**src/rtl/data_mem_arbiter_if.sv**
```systemverilog
// Bundle of requester, status and memory-side signals for data_mem_arbiter.
// slave is the arbiter's view; master is the environment's view (CPU, DMA and memory).
// Widths follow the AW/DW parameters of the instance.
interface data_mem_arbiter_if #(
  parameter int AW = 16,
  parameter int DW = 16
);
  // Requester side
  logic          req0;
  logic          req1;
  logic          we0;
  logic          we1;
  logic [AW-1:0] addr0;
  logic [AW-1:0] addr1;
  logic [DW-1:0] wdata0;
  logic [DW-1:0] wdata1;
  logic          done0;
  logic          done1;
  logic [DW-1:0] rdata;
  logic          busy;

  // Memory side
  logic [AW-1:0] mem_addr;
  logic [DW-1:0] mem_wdata;
  logic          mem_we;
  logic [DW-1:0] mem_rdata;

  modport slave (
    input  req0, req1, we0, we1, addr0, addr1, wdata0, wdata1, mem_rdata,
    output done0, done1, rdata, busy, mem_addr, mem_wdata, mem_we
  );

  modport master (
    output req0, req1, we0, we1, addr0, addr1, wdata0, wdata1, mem_rdata,
    input  done0, done1, rdata, busy, mem_addr, mem_wdata, mem_we
  );
endinterface

```
**src/rtl/data_mem_arbiter.sv**
```systemverilog
// Purpose: shares one single-port data memory between the CPU (port 0) and DMA/debug (port 1); round-robin ties, or port-0 fixed priority when ARB_FIXED_PRIO_EN is defined.
// Latency: request sampled in IDLE -> memory driven for one cycle (ACCESS) -> done pulse the next cycle (2 cycles); one access per 3 cycles.
// Backpressure: one access in flight; the losing or late requester simply keeps req high until its own done.
module data_mem_arbiter #(
  parameter int AW = 16,
  parameter int DW = 16
) (
  input  logic              clk,
  input  logic              reset_n,
  data_mem_arbiter_if.slave bus
);

  typedef enum logic [1:0] {
    IDLE   = 2'd0,
    ACCESS = 2'd1,
    DONE   = 2'd2
  } state_t;

  // Everything the winning requester presented, frozen for the whole access.
  typedef struct packed {
    logic          port;
    logic          we;
    logic [AW-1:0] addr;
    logic [DW-1:0] wdata;
  } op_t;

  state_t        state_q;
  state_t        state_d;
  op_t           op_q;
  op_t           op_d;
  logic          last_served_q;
  logic          grant;
  logic          load;
  logic [DW-1:0] rdata_q;

  // Next-state logic and winner selection; requests are only looked at in IDLE.
  always_comb begin
    state_d = state_q;
    load    = 1'b0;
`ifdef ARB_FIXED_PRIO_EN
    grant   = !bus.req0;
`else
    grant   = (bus.req0 && bus.req1) ? ~last_served_q : !bus.req0;
`endif
    op_d.port  = grant;
    op_d.we    = grant ? bus.we1    : bus.we0;
    op_d.addr  = grant ? bus.addr1  : bus.addr0;
    op_d.wdata = grant ? bus.wdata1 : bus.wdata0;
    case (state_q)
      IDLE: begin
        if (bus.req0 || bus.req1) begin
          load    = 1'b1;
          state_d = ACCESS;
        end
      end
      ACCESS:  state_d = DONE;
      DONE:    state_d = IDLE;
      default: state_d = IDLE;
    endcase
  end

  // State register.
  always_ff @(posedge clk or negedge reset_n) begin
    if (!reset_n) begin
      state_q <= IDLE;
    end else begin
      state_q <= state_d;
    end
  end

  // Latch the winner's operation and remember who was served; last_served starts at 1 so port 0 wins the first tie.
  always_ff @(posedge clk or negedge reset_n) begin
    if (!reset_n) begin
      op_q          <= '0;
      last_served_q <= 1'b1;
    end else if (load) begin
      op_q          <= op_d;
      last_served_q <= grant;
    end
  end

  // Capture read data at the end of a read ACCESS; held across writes.
  always_ff @(posedge clk or negedge reset_n) begin
    if (!reset_n) begin
      rdata_q <= '0;
    end else if (state_q == ACCESS && !op_q.we) begin
      rdata_q <= bus.mem_rdata;
    end
  end

  // Outputs decode straight from state so a reset mid-access kills mem_we immediately.
  assign bus.mem_we    = (state_q == ACCESS) && op_q.we;
  assign bus.mem_addr  = op_q.addr;
  assign bus.mem_wdata = op_q.wdata;
  assign bus.done0     = (state_q == DONE) && !op_q.port;
  assign bus.done1     = (state_q == DONE) && op_q.port;
  assign bus.busy      = (state_q != IDLE);
  assign bus.rdata     = rdata_q;

endmodule
```
**src/flat_wrapper.sv**
```systemverilog
// flat-port wrapper written by rule: the top's interface ports become plain ports
module data_mem_arbiter_flat 
#(
  parameter int AW = 16,
  parameter int DW = 16
)
  (clk, reset_n, bus_req0, bus_req1, bus_we0, bus_we1, bus_addr0, bus_addr1, bus_wdata0, bus_wdata1, bus_mem_rdata, bus_done0, bus_done1, bus_rdata, bus_busy, bus_mem_addr, bus_mem_wdata, bus_mem_we);
  data_mem_arbiter_if #(.AW(AW), .DW(DW)) bus_i ();
  input  logic clk;
  input  logic reset_n;
  input wire logic [$bits(bus_i.req0)-1:0] bus_req0;
  input wire logic [$bits(bus_i.req1)-1:0] bus_req1;
  input wire logic [$bits(bus_i.we0)-1:0] bus_we0;
  input wire logic [$bits(bus_i.we1)-1:0] bus_we1;
  input wire logic [$bits(bus_i.addr0)-1:0] bus_addr0;
  input wire logic [$bits(bus_i.addr1)-1:0] bus_addr1;
  input wire logic [$bits(bus_i.wdata0)-1:0] bus_wdata0;
  input wire logic [$bits(bus_i.wdata1)-1:0] bus_wdata1;
  input wire logic [$bits(bus_i.mem_rdata)-1:0] bus_mem_rdata;
  output wire logic [$bits(bus_i.done0)-1:0] bus_done0;
  output wire logic [$bits(bus_i.done1)-1:0] bus_done1;
  output wire logic [$bits(bus_i.rdata)-1:0] bus_rdata;
  output wire logic [$bits(bus_i.busy)-1:0] bus_busy;
  output wire logic [$bits(bus_i.mem_addr)-1:0] bus_mem_addr;
  output wire logic [$bits(bus_i.mem_wdata)-1:0] bus_mem_wdata;
  output wire logic [$bits(bus_i.mem_we)-1:0] bus_mem_we;
  assign bus_i.req0 = bus_req0;
  assign bus_i.req1 = bus_req1;
  assign bus_i.we0 = bus_we0;
  assign bus_i.we1 = bus_we1;
  assign bus_i.addr0 = bus_addr0;
  assign bus_i.addr1 = bus_addr1;
  assign bus_i.wdata0 = bus_wdata0;
  assign bus_i.wdata1 = bus_wdata1;
  assign bus_i.mem_rdata = bus_mem_rdata;
  assign bus_done0 = bus_i.done0;
  assign bus_done1 = bus_i.done1;
  assign bus_rdata = bus_i.rdata;
  assign bus_busy = bus_i.busy;
  assign bus_mem_addr = bus_i.mem_addr;
  assign bus_mem_wdata = bus_i.mem_wdata;
  assign bus_mem_we = bus_i.mem_we;
  data_mem_arbiter #(.AW(AW), .DW(DW)) u_core (.clk(clk), .reset_n(reset_n), .bus(bus_i));
endmodule
```
**config.mk**
```make
export PLATFORM = sky130hd
export DESIGN_NAME = data_mem_arbiter_flat
export DESIGN_NICKNAME = d
export VERILOG_FILES = /design/src/rtl/data_mem_arbiter_if.sv /design/src/rtl/data_mem_arbiter.sv /design/src/flat_wrapper.sv
export SDC_FILE = /design/constraint.sdc
export NUM_CORES = 1
export LEC_CHECK = 0
export CORE_MARGIN = 2
export CORE_UTILIZATION = 41
export DETAILED_ROUTE_END_ITERATION = 10
export PLACE_DENSITY = 0.81
export SYNTH_ARGS = -nofsm -noshare
export SYNTH_HDL_FRONTEND = slang
export SYNTH_SLANG_ARGS = --single-unit
export TNS_END_PERCENT = 10
```
**constraint.sdc**
```tcl
create_clock -name clk -period 1.6 [get_ports clk]
set_input_delay 0.32 -clock clk [delete_from_list [all_inputs] [get_ports clk]]
set_output_delay 0.32 -clock clk [all_outputs]
set_load 0.005 [all_outputs]
```
==> results_tabular.tex <==
\begin{tabular}{lr}
\hline
Metric & Value \\
\hline
\multicolumn{2}{l}{\textbf{STA}} \\
Max-slew headroom at the worst pin & 80.9\% \\
Final worst-path cycle share & 94.9\% \\
Min cycle time layout & 1.52 ns \\
Setup repair after global routing missed its margin & false \\
Worst-case clock skew & 0.00449 ns \\
Max Transition Viols Final & 0 \\
Aggregate negative setup slack & 0 ns \\
Number of hold-slack violations in the final timing report & 0 \\
Actual slew at the worst max-slew pin & 0.287 ns \\
Fmax & 0.659 GHz \\
Total of endpoints with negative setup slack in the final report & 0 \\
\multicolumn{2}{l}{\textbf{Floorplanning}} \\
Total die area & 7710 um2 \\
Initial standard-cell utilization of the core & 42.4\% \\
Count of standard-cell rows & 30 \\
Core Box Area & 6790 um2 \\
Number of top-level design ports & 138 \\
Chip height & 87.8 um \\
Die width & 87.8 um \\
\multicolumn{2}{l}{\textbf{Drt}} \\
Number of remaining DRC errors & 0 \\
Total vias in the final route & 2461 \\
Number of vias per cell & 5.15 \\
Wire length after detailed routing & 7.57 mm \\
Routed WL per cell & 15.8 um \\
Drt initial violations & 69 \\
Antenna-violating nets left & 0 \\
Pre-Repair DR Iteration Count & 4 \\
\multicolumn{2}{l}{\textbf{Logic synthesis}} \\
Yosys reg bits & 53 \\
Post-Synthesis Mean Instance Area & 10.5 um2 \\
Synthesized netlist cell count & 275 \\
Area contributors post-synth & sky130\_fd\_sc\_hd\_\_dfrtp\_1 (45\%), sky130\_fd\_sc\_hd\_\_a31oi\_2 (13\%), sky130\_fd\_sc\_hd\_\_buf\_4 (8.3\%) \\
Count of cell types in the netlist & 22 \\
Proportion of synthesized chip area in sequential cells & 46.1\% \\
Ys Warns & 0 \\
Synthesized netlist net count & 361 \\
Top cell type's share of synthesized area & 45.2\% \\
Most area-hungry cell type in the Yosys netlist & sky130\_fd\_sc\_hd\_\_dfrtp\_1 \\
Post-synthesis instance area & 2880 um2 \\
\multicolumn{2}{l}{\textbf{Run status}} \\
Run status & finished, final reports clean \\
\multicolumn{2}{l}{\textbf{Clock network}} \\
Skew-Pair Late Insertion Delay & 0.29 ns \\
Number of buffers created by CTS & 5 \\
\# H-tree levels & 2 \\
TritonCTS clock tree & yes \\
Clock-pin slew reported for the worst setup and hold paths after clock tree synthesis & 0.09 ns \\
Number of buffers on the longest clock path & 2 \\
Sinks on Clock Net & 53 \\
Root Driver & sky130\_fd\_sc\_hd\_\_clkbuf\_8 \\
\multicolumn{2}{l}{\textbf{Global routing}} \\
Pin count of the biggest net entering global routing & 54 \\
Number of global-route vias before repair & 2495 \\
Number of antenna violations at the first check in global routing & 0 \\
Grt ovf & 0 \\
First-pass GRT wire length & 11.7 mm \\
Tot GR Track Use & 19.1\% \\
\multicolumn{2}{l}{\textbf{Critical path}} \\
Worst setup path category & reg -> out \\
Worst endpoint required time & 1.28 ns \\
Critical path buffer and inverter count & 1 \\
Largest delay contributor family on the critical path & buffers and inverters \\
Worst EP arrival & 1.20 ns \\
CP Launch Type & flop \\
CP Cell Sequence & clkdlybuf4s50\_1 \\
Cell type of the slowest stage on the worst timing path & sky130\_fd\_sc\_hd\_\_clkdlybuf4s50\_1 \\
Top fanout value on the critical path & 2 \\
Capturing element type of the critical path & primary output \\
Biggest cell delay along the critical path & 0.52 ns \\
\multicolumn{2}{l}{\textbf{Placed design}} \\
GP Congestion & 0.727 \\
PortBufs & 137 \\
Half-perimeter wire length of the detailed placement result & 5.68 mm \\
Placed Instance Area & 4210 um2 \\
Cell count after placement & 468 \\
\multicolumn{2}{l}{\textbf{Min path}} \\
Min-delay worst type & in -> async \\
\multicolumn{2}{l}{\textbf{Power}} \\
Fraction of power spent switching nets & 33.6\% \\
Sum of internal, switching and leakage power & 0.00721 W \\
Internal Pwr Total & 0.00479 W \\
Clock network fraction of design power & 11.2\% \\
Power spent charging and discharging nets & 0.00242 W \\
Maximum resistive drop on vdd & 838 uV \\
Pwr Density & 1660 nW/um2 \\
Sequential fraction of design power & 34.0\% \\
Leakage power of the design & 1.66 nW \\
Logic pwr share & 54.8\% \\
\multicolumn{2}{l}{\textbf{Final layout}} \\
Final nets & 467 \\
Number of inserted diodes & 0 \\
Share of the core filled with cells & 63.7\% \\
Synthesis-to-finish area growth & 50.3\% \\
Number of non-filler instances in the completed layout & 478 \\
Fill cells & 543 \\
Summed area of non-filler cells in the final layout & 4330 um2 \\
Fraction of final layout cells with drive strength greater than 1 & 18.3\% \\
\multicolumn{2}{l}{\textbf{Flow run}} \\
Max-capacitance violation count & 0 \\
\hline
\end{tabular}
## metrics by stage
step	hold WS [ns]	setup WS [ns]
6_report	0.0143	0.0819
5_1_grt	0.0210	0.0332
4_1_cts	0.0167	-0.161
3_5_place_dp	0.345	-0.0826
3_3_place_gp	0.337	-0.0419
2_1_floorplan	0.0244	0.138
## logic make-up after synthesis
| family | Yosys count | synth area share [%] |
|---|---|---|
| buf+inv | 61 | 14.0 |
| flops | 53 | 46.1 |
| simple gates | 44 | 8.21 |
| mux | 16 | 6.26 |
| compound gates | 101 | 25.5 |
## power groups by stage
stage / Combinational, W / Sequential [W] / Clock [W]
2_1_floorplan: 0.00237 / 0.00237 / 0
3_3_place_gp: 0.00384 / 0.00241 / 0
3_5_place_dp: 0.00395 / 0.00246 / 0
4_1_cts: 0.00395 / 0.00247 / 0.000833
5_1_grt: 0.00426 / 0.00254 / 0.000890
6_report: 0.00395 / 0.00245 / 0.000805
## sequential cells by signal, indices dropped and copies added, names as in the netlist
register	cells
u_core.last_served_q	1
u_core.bus.rdata	16
u_core.bus.mem_wdata	16
u_core.op_q	2
u_core.state_q	2
u_core.bus.mem_addr	16
## layer usage
metal / vias to the layer above / global-route usage, % / part of all wire, %
li1: 1169 / - / -
met1: 1177 / 22.0 / 40
met2: 105 / 35.1 / 51
met3: 10 / 4.52 / 7.7
met4: 0 / 5.45 / 1.1
met5: - / 0 / 0
## what timing repair did
action,in CTS,in global routing
pin swaps,1,1
hold buffers,0,0
gates resized for setup,11,6
setup buffers,0,2
setup endpoints to repair,4,9
## cell usage in the layout (no fill, tap or decap), types with 2 or more instances in the layout
cell type                         instances
sky130_fd_sc_hd__a31oi_1                  4
sky130_fd_sc_hd__clkdlybuf4s50_1        132
sky130_fd_sc_hd__o21ai_0                 33
sky130_fd_sc_hd__nand3_1                 34
sky130_fd_sc_hd__a21oi_1                 33
sky130_fd_sc_hd__inv_1                    2
sky130_fd_sc_hd__buf_12                   7
sky130_fd_sc_hd__a31oi_2                 29
sky130_fd_sc_hd__dfrtp_2                  2
sky130_fd_sc_hd__dfrtp_1                 50
sky130_fd_sc_hd__buf_4                   14
sky130_fd_sc_hd__mux2_1                  16
sky130_fd_sc_hd__o21a_1                   2
sky130_fd_sc_hd__clkbuf_8                 7
sky130_fd_sc_hd__buf_2                    2
sky130_fd_sc_hd__clkbuf_2                 2
## final timing paths
kind / start / end / slack [ns] / depth (start not counted)
max: u_core.bus.mem_wdata[11]$_DFFE_PN0P_ / bus_mem_wdata[11] / 0.08 / 1
min: reset_n / u_core.bus.mem_wdata[12]$_DFFE_PN0P_ / 0.01 / 2
max reg2reg: u_core.state_q[1]$_DFFE_PN0P_ / u_core.bus.rdata[7]$_DFFE_PN0P_ / 0.16 / 4
min reg2reg: u_core.bus.rdata[14]$_DFFE_PN0P_ / u_core.bus.rdata[14]$_DFFE_PN0P_ / 0.49 / 1
max in group asynchronous: reset_n / u_core.last_served_q$_DFFE_PN1P_ / 1.31 / 2
min in group clk: u_core.bus.rdata[14]$_DFFE_PN0P_ / u_core.bus.rdata[14]$_DFFE_PN0P_ / 0.49 / 1
## synth_stat cells
master,instances
sky130_fd_sc_hd__a21oi_1,33
sky130_fd_sc_hd__a31oi_1,4
sky130_fd_sc_hd__a31oi_2,29
sky130_fd_sc_hd__and2_1,1
sky130_fd_sc_hd__and2_4,1
sky130_fd_sc_hd__and3b_1,1
sky130_fd_sc_hd__buf_2,1
sky130_fd_sc_hd__buf_4,32
sky130_fd_sc_hd__buf_6,7
sky130_fd_sc_hd__clkbuf_1,19
sky130_fd_sc_hd__dfrtp_1,52
sky130_fd_sc_hd__dfstp_2,1
sky130_fd_sc_hd__inv_1,2
sky130_fd_sc_hd__mux2_1,16
sky130_fd_sc_hd__nand2b_1,1
sky130_fd_sc_hd__nand3_1,34
sky130_fd_sc_hd__nor2_1,1
sky130_fd_sc_hd__nor2b_1,3
sky130_fd_sc_hd__nor3b_1,1
sky130_fd_sc_hd__o21a_1,2
sky130_fd_sc_hd__o21ai_0,33
sky130_fd_sc_hd__or2_1,1
## area by class of cell
| type | instances | area [um2] | share of cell area, % |
|---|---|---|---|
| Clock inverter | 1 | 5.00 | 0.116 |
| Timing Repair Buffer | 158 | 1600 | 36.9 |
| Clock buffer | 7 | 96.3 | 2.22 |
| Tap cell | 96 | 120 | 2.77 |
| Multi-Input combinational cell | 161 | 1170 | 27.1 |
| Inverter | 2 | 7.51 | 0.173 |
| Sequential cell | 53 | 1330 | 30.7 |
Note: power is estimated with default switching activity, not from simulation.
